## src/rtl/task_fsm_multi_pipelined.sv

```systemverilog
// task_fsm_multi_pipelined: launches each of NUM_TASKS pipelined HLS child tasks ITER times per
// accepted global start, tracking launches and completions separately per task.
module task_fsm_multi_pipelined #(
   parameter int NUM_TASKS   = 4,
   parameter int NUM_SCALARS = 2,
   parameter int SCALAR_W    = 32,
   parameter int CNT_W       = 16
) (
   input  logic                            ap_clk,
   input  logic                            ap_rst_n,
   input  logic [NUM_SCALARS*SCALAR_W-1:0] global_fsm_s_scalars,
   input  logic [CNT_W-1:0]                global_fsm_iter,
   input  logic                            global_fsm_ap_start,
   input  logic                            global_fsm_ap_done,
   output logic [NUM_SCALARS*SCALAR_W-1:0] task_s_scalars,
   output logic [NUM_TASKS-1:0]            task_ap_start,
   input  logic [NUM_TASKS-1:0]            task_ap_ready,
   input  logic [NUM_TASKS-1:0]            task_ap_done,
   input  logic [NUM_TASKS-1:0]            task_ap_idle,
   output logic [NUM_TASKS-1:0]            to_global_fsm_is_done,
   output logic                            all_tasks_done,
   output logic [NUM_TASKS-1:0]            task_err
);
   typedef enum logic [1:0] {IDLE = 2'b00, START = 2'b01, DRAIN = 2'b11, DONE = 2'b10} state_t;
   logic [NUM_TASKS-1:0]            idle_v;
   logic                            accept;
   logic [CNT_W-1:0]                iter_q;
   logic [NUM_SCALARS*SCALAR_W-1:0] scalars_q;
   assign accept         = global_fsm_ap_start & (&idle_v);
   assign task_s_scalars = scalars_q;
   assign all_tasks_done = &to_global_fsm_is_done;
   always_ff @(posedge ap_clk or negedge ap_rst_n) begin
      if (!ap_rst_n) begin
         scalars_q <= '0;
         iter_q    <= CNT_W'(1);
      end else if (accept) begin
         scalars_q <= global_fsm_s_scalars;
         iter_q    <= global_fsm_iter == '0 ? CNT_W'(1) : global_fsm_iter;
      end
   end
   for (genvar i = 0; i < NUM_TASKS; i++) begin : g_task
      state_t           state, state_n;
      logic [CNT_W-1:0] lc, dc, lc_n, dc_n;
      logic             busy, launch, dn_ok, err, err_n, idle_run, idle_run_n;
      // A done is only legal while it does not overtake the launches seen so far, this cycle included.
      always_comb begin
         busy       = state == START || state == DRAIN;
         launch     = state == START && task_ap_ready[i];
         lc_n       = lc + CNT_W'(launch);
         dn_ok      = dc < lc_n;
         dc_n       = dc + CNT_W'(task_ap_done[i] && busy && dn_ok);
         idle_run_n = state == DRAIN && task_ap_idle[i] && dc < iter_q;
         err_n      = (accept ? 1'b0 : err) | (task_ap_done[i] && !(busy && dn_ok)) | (idle_run && idle_run_n);
         state_n    = state;
         case (state)
            IDLE:  state_n = accept ? START : IDLE;
            START: if (launch && lc_n == iter_q) state_n = dc_n == iter_q ? DONE : DRAIN;
            DRAIN: if (dc_n == iter_q) state_n = DONE;
            DONE:  if (global_fsm_ap_done) state_n = IDLE;
         endcase
      end
      always_ff @(posedge ap_clk or negedge ap_rst_n) begin
         if (!ap_rst_n) begin
            state    <= IDLE;
            lc       <= '0;
            dc       <= '0;
            err      <= 1'b0;
            idle_run <= 1'b0;
         end else begin
            state    <= state_n;
            lc       <= accept ? '0 : lc_n;
            dc       <= accept ? '0 : dc_n;
            err      <= err_n;
            idle_run <= idle_run_n;
         end
      end
      assign idle_v[i]                = state == IDLE;
      assign task_ap_start[i]         = state == START;
      assign to_global_fsm_is_done[i] = state == DONE;
      assign task_err[i]              = err;
   end
endmodule
```

## config.mk

```make
export PLATFORM = sky130hd
export DESIGN_NAME = task_fsm_multi_pipelined
export DESIGN_NICKNAME = d
export VERILOG_FILES = /design/src/rtl/task_fsm_multi_pipelined.sv
export SDC_FILE = /design/constraint.sdc
export NUM_CORES = 1
export LEC_CHECK = 0
export BUFFER_PORTS_ARGS = -buffer_cell sky130_fd_sc_hd__buf_4
export CORE_UTILIZATION = 35
export DETAILED_ROUTE_END_ITERATION = 8
export PLACE_DENSITY = 0.51
export SETUP_SLACK_MARGIN = 0.05
export SYNTH_ARGS = -nofsm -noshare
export SYNTH_HDL_FRONTEND = slang
export SYNTH_SLANG_ARGS = --single-unit
```

## constraint.sdc

```tcl
create_clock -name ap_clk -period 14.5 [get_ports ap_clk]
set_clock_uncertainty 0.1 [all_clocks]
set_input_delay 2.175 -clock ap_clk [delete_from_list [all_inputs] [get_ports ap_clk]]
set_output_delay 2.175 -clock ap_clk [all_outputs]
set_load 0.01 [all_outputs]
```

# Word-level counts from Yosys, hierarchy flattened
# Index checks and enable logic that the tools add are counted.
# op_classes
addsub,8
n_lt_le_gt_ge,8
eq_ne,32
muxes,31
bitwise_logic,9
reduce_logical,55
# op_table
cell,n
$mux 16,9
$add 16x1->16,8
$eq 16x16->1,8
$lt 16x16->1,8
$logic_and 1x1->1,36
$pmux 2 s4,4
$mux 2,9
$eq 2x2->1 const B,8
$logic_not 16->1,1
$ne 2x1->1 const B,8
$reduce_and 3->1,4
$mux 1,9
$eq 2x1->1 const B,4
$logic_not 2->1,4
$ne 2x2->1 const B,4
$or 1x1->1,8
$reduce_and 4->1,2
$logic_not 1->1,4
$logic_or 1x1->1,4
$and 1x1->1,1
# totals
reg_bits,224
input_bits,96
out_inout_bits,77
word_cells,165

# Depth between registers and ports, before layout
# logic_depth
word_depth,10
ltp_mapped,24
mapped_depth_nobuf,23

# Worst setup path after synthesis
# Ideal clock, no wire load.
# synth_path
path_kind,input to register
start,in task_ap_ready[1]
end,reg g_task[1].state[0]
setup_ns,0.126
t_arrival_ns,6.794
required_ns,14.274
setup_slack_ns,7.480
cell_stages,23
path_buffers,1
cell_sequence,and3b_1 -> ha_1 -> ha_1 -> nand4_1 -> nor3_1 -> xnor2_1 -> ha_1 -> a21o_1 -> a21oi_1 -> o21ai_0 -> or4_1 -> a21oi_1 -> and2_1 -> ha_1 -> ha_1 -> clkbuf_1 -> nand3_1 -> nor4_1 -> xnor2_1 -> xnor2_1 -> a2111oi_2 -> o221ai_1 -> o32a_1
# synth_between
elab_chain_len,9
word_cells_on_any_way,14
classes_between,add/sub (2); order compare (1); eq/ne (4); mux (3); reduce/logical (4)
# synth_rtl
element,line,text
start: declaration,17,"input logic [NUM_TASKS-1:0] task_ap_ready,"
$logic_and 1x1->1 (*),48,launch = state == START && task_ap_ready[i];
$add 16x1->16,49,lc_n = lc + CNT_W'(launch);
$lt 16x16->1,50,dn_ok = dc < lc_n;
$logic_and 1x1->1,51,dc_n = dc + CNT_W'(task_ap_done[i] && busy && dn_ok);
$add 16x1->16,51,
$eq 16x16->1,"57, 58",
$mux 1,57,START: if (launch && lc_n == iter_q) state_n = dc_n == iter_q ? DONE : DRAIN;
$mux 2,57,
$pmux 2 s4,55,case (state)
end signal: assignment,70,state <= state_n;
end: declaration,42,"state_t state, state_n;"
# Mark *: on every way between the ends. The rest lies on a longest branch, timed or not. The select of a mux whose other input is x is not followed.
# A chain may end at the register's enable or synchronous reset.

# Worst setup path in the final report
# layout_path
start,in task_ap_ready[0]
end,reg g_task[0].state[0]
# layout_between
elab_chain_len,9
word_cells_on_any_way,14
classes_between,add/sub (2); order compare (1); eq/ne (4); mux (3); reduce/logical (4)
# layout_rtl
element,line
$logic_and 1x1->1 (*),48
$add 16x1->16,49
$lt 16x16->1,50
$logic_and 1x1->1,51
$add 16x1->16,51
$eq 16x16->1,"57, 58"
$mux 1,57
$mux 2,57
$pmux 2 s4,55
end signal: assignment,70
end: declaration,42
# Marks and branches as above.

==> flow_summary.json <==
{
  "p_leak_nw": 8.427,
  "cp-start-kind": "input port",
  "grt_usage": 0.2262,
  "setup_viol": 0,
  "fmax_mhz": 142.4,
  "post_drt_via_cell_ratio": 5.374,
  "wirelength_mm": 49.84,
  "drv_slew": 0,
  "nets": 2076,
  "synth.distinct_cells": 85,
  "cts_resized": 0,
  "die-area_um2": 44800,
  "p_per_area_nw_per_um2": 177.0,
  "synth.cell_area_um2": 15380,
  "fin_crit_ps": 7025,
  "ir_drop_mv": 0.1027,
  "finalHoldViolations": 0,
  "crit_arrival_ps": 7380,
  "synth_top_area_share": 0.3627,
  "multi_input_area_um2": 9233,
  "crit_type": "in2reg",
  "start_util": 0.3564,
  "hold_path.class": "reg2reg",
  "worstMarginPinSlew_ps": 941.6,
  "register_area_um2": 5607,
  "cts_tree": "yes",
  "numCtsBuffers": 28,
  "drv_cap": 0,
  "yosysTopAreaCell": "dfrtp_1",
  "gp_congestion": 0.8835,
  "syn-instance-count": 1704,
  "antenna_left": 0,
  "antenna_found_initial": 0,
  "finalSetupTns_ps": 0,
  "cts.sinks": 224,
  "finalCritPeriodShare": 0.4845,
  "cts.path.max_buffers": 3,
  "cp-end-kind": "register",
  "cts_max_level": 1,
  "grt_first_pass_wirelength_mm": 77.38,
  "crit_required_ps": 14860,
  "wl_per_cell_um": 20.38,
  "die_w_um": 211.7,
  "firstDrtPassIters": 7,
  "overflow": 0,
  "holdPathStages": 2,
  "fillers": 4356,
  "grt_max_degree": 144,
  "cts_setup_buffers": 0,
  "yosysMostFrequentCell": "nand2_1",
  "reg2regPathDepth": 19,
  "clk_pin_slew_ps": 60,
  "drc": 0,
  "grt_setup_unrepaired": "no",
  "drive_above_1_share": 0.1429,
  "worstPathMaxFanout": 5,
  "status": "finished, final reports clean",
  "io_pins": 173,
  "synth_top_flop_cell": "dfrtp_1",
  "cts-root-buf": "clkbuf_16",
  "place_inst": 2395,
  "fin_cells": 2446,
  "syn_nets": 1940,
  "yosysSeqAreaShare": 0.3644,
  "area_growth_syn_to_layout_pct": 17.76,
  "die_height_um": 211.7,
  "clk_latency_ps": 580,
  "n_antenna_cell": 0,
  "synth_area_leaders": "dfrtp_1 36%, ha_1 11%, xnor2_1 8.4%",
  "hold_buffers": 0,
  "yosys-top-cells-count": "254 x nand2_1, 223 x dfrtp_1, 165 x nor2_1, 147 x xnor2_1, 140 x ha_1",
  "relSlewSlack": 0.3722,
  "ys_seq_elements": 224,
  "rows": 76,
  "drt_iter0_markers": 795,
  "synth_edf_count": 0,
  "fp.coreArea_um2": 43170,
  "via_count": 13144,
  "synth_area_per_cell_um2": 9.029,
  "hpwl_mm": 34.98,
  "ys_async_sr_fraction": 1.000,
  "grt_pass1_vias": 12924,
  "yosysWarnings": 0,
  "port_buffers": 172
}
[cells by family after synthesis]
family,Yosys count,share of synthesized area
AOI/OAI and AO/OA,251,0.1134
xor gates and xnor gates,209,0.1266
adders and majority gates,140,0.1139
buffers and inverters,132,0.03562
DFF,224,0.3644
muxes,8,0.005368
and+or+nand+nor,740,0.2407
[power breakdown]
part / internal (mW) / switching, mW
Clock: 0.421 / 0.289
Sequential: 0.792 / 0.218
Combinational: 0.659 / 0.828
[per-stage QoR]
stage / cell area (um2) / power (mW) / setup slack, ps / hold WS, ps / util
floorplan: 15380 / 1.914 / 7480 / 364.2 / -
global placement: 17190 / 2.484 / 7016 / 358.7 / 0.3982
detailed placement: 17190 / 2.502 / 6905 / 364.2 / 0.3982
CTS: 18120 / 3.231 / 7481 / 379.5 / 0.4197
global route: 18120 / 3.431 / 6832 / 396.4 / 0.4197
finish: 18120 / 3.208 / 7475 / 374.5 / 0.4197
[placed cells by master, fill, tap and decap left out, types with 6 or more instances in the layout]
master / n
a211o_1: 6
a211oi_1: 9
a21o_1: 34
a21oi_1: 40
a221oi_1: 10
a311oi_1: 7
and2_1: 22
and3_1: 28
and4_1: 17
buf_4: 186
clkbuf_16: 29
clkbuf_8: 8
clkinv_1: 6
clkinv_2: 7
dfrtp_1: 223
ha_1: 140
inv_1: 43
mux2i_1: 6
nand2_1: 254
nand2b_1: 15
nand3_1: 59
nand4_1: 54
nor2_1: 165
nor2b_1: 15
nor3_1: 25
nor4_1: 21
nor4_2: 6
o211ai_1: 20
o21a_1: 8
o21ai_0: 57
or2_2: 6
or3_1: 10
or4_1: 7
xnor2_1: 147
xnor3_1: 8
xor2_1: 53
[state kept, by name (all words and copies together), names as in the netlist]
signal           flops
task_s_scalars      64
g_task.dc           64
g_task.err           4
g_task.idle_run      4
g_task.state         8
g_task.lc           64
iter_q              16
[worst max-delay path: stages]
cell       delay [ps]
buf_4              80
and3b_1           230
ha_1              240
ha_1              240
and2_1            210
nand3_1           180
nor2_1            240
xnor2_1           190
ha_1              280
and3_1            230
a22oi_1           190
nand3b_1          150
nor3b_1           400
ha_1              300
nand4_1           250
or4_1             540
nand3_1           140
nand4_1           120
a2111oi_0         440
nand4_1           170
o32a_1            380
[metal layers]
| layer | GRT usage | part of all wire |
|---|---|---|
| met1 | 0.3017 | 0.45 |
| met2 | 0.3634 | 0.45 |
| met3 | 0.04569 | 0.064 |
| met4 | 0.07771 | 0.036 |
| met5 | 0 | 0 |
[worst paths after layout]
check                                          startpoint                             end  slack (ps)
max                                      task_ap_ready[0]  g_task[0].state[0]$_DFFE_PN0P_        7480
min                        task_s_scalars[59]$_DFFE_PN0P_  task_s_scalars[59]$_DFFE_PN0P_         370
max reg2reg                g_task[2].state[0]$_DFFE_PN0P_  g_task[2].state[0]$_DFFE_PN0P_        8440
min reg2reg                task_s_scalars[59]$_DFFE_PN0P_  task_s_scalars[59]$_DFFE_PN0P_         370
max in group asynchronous                        ap_rst_n  task_s_scalars[35]$_DFFE_PN0P_       11490
min in group asynchronous                        ap_rst_n      g_task[3].lc[11]$_DFF_PN0_        1490
[layout make-up]
class | instances | area share
multi-input cells | 1348 | 0.5096
flip-flops and latches | 224 | 0.3095
repair buffers | 188 | 0.07901
clock buffers | 42 | 0.04717
well taps | 585 | 0.04040
inverters | 50 | 0.01036
clock inverters | 9 | 0.004006
Power figures use the tool's default switching activity.
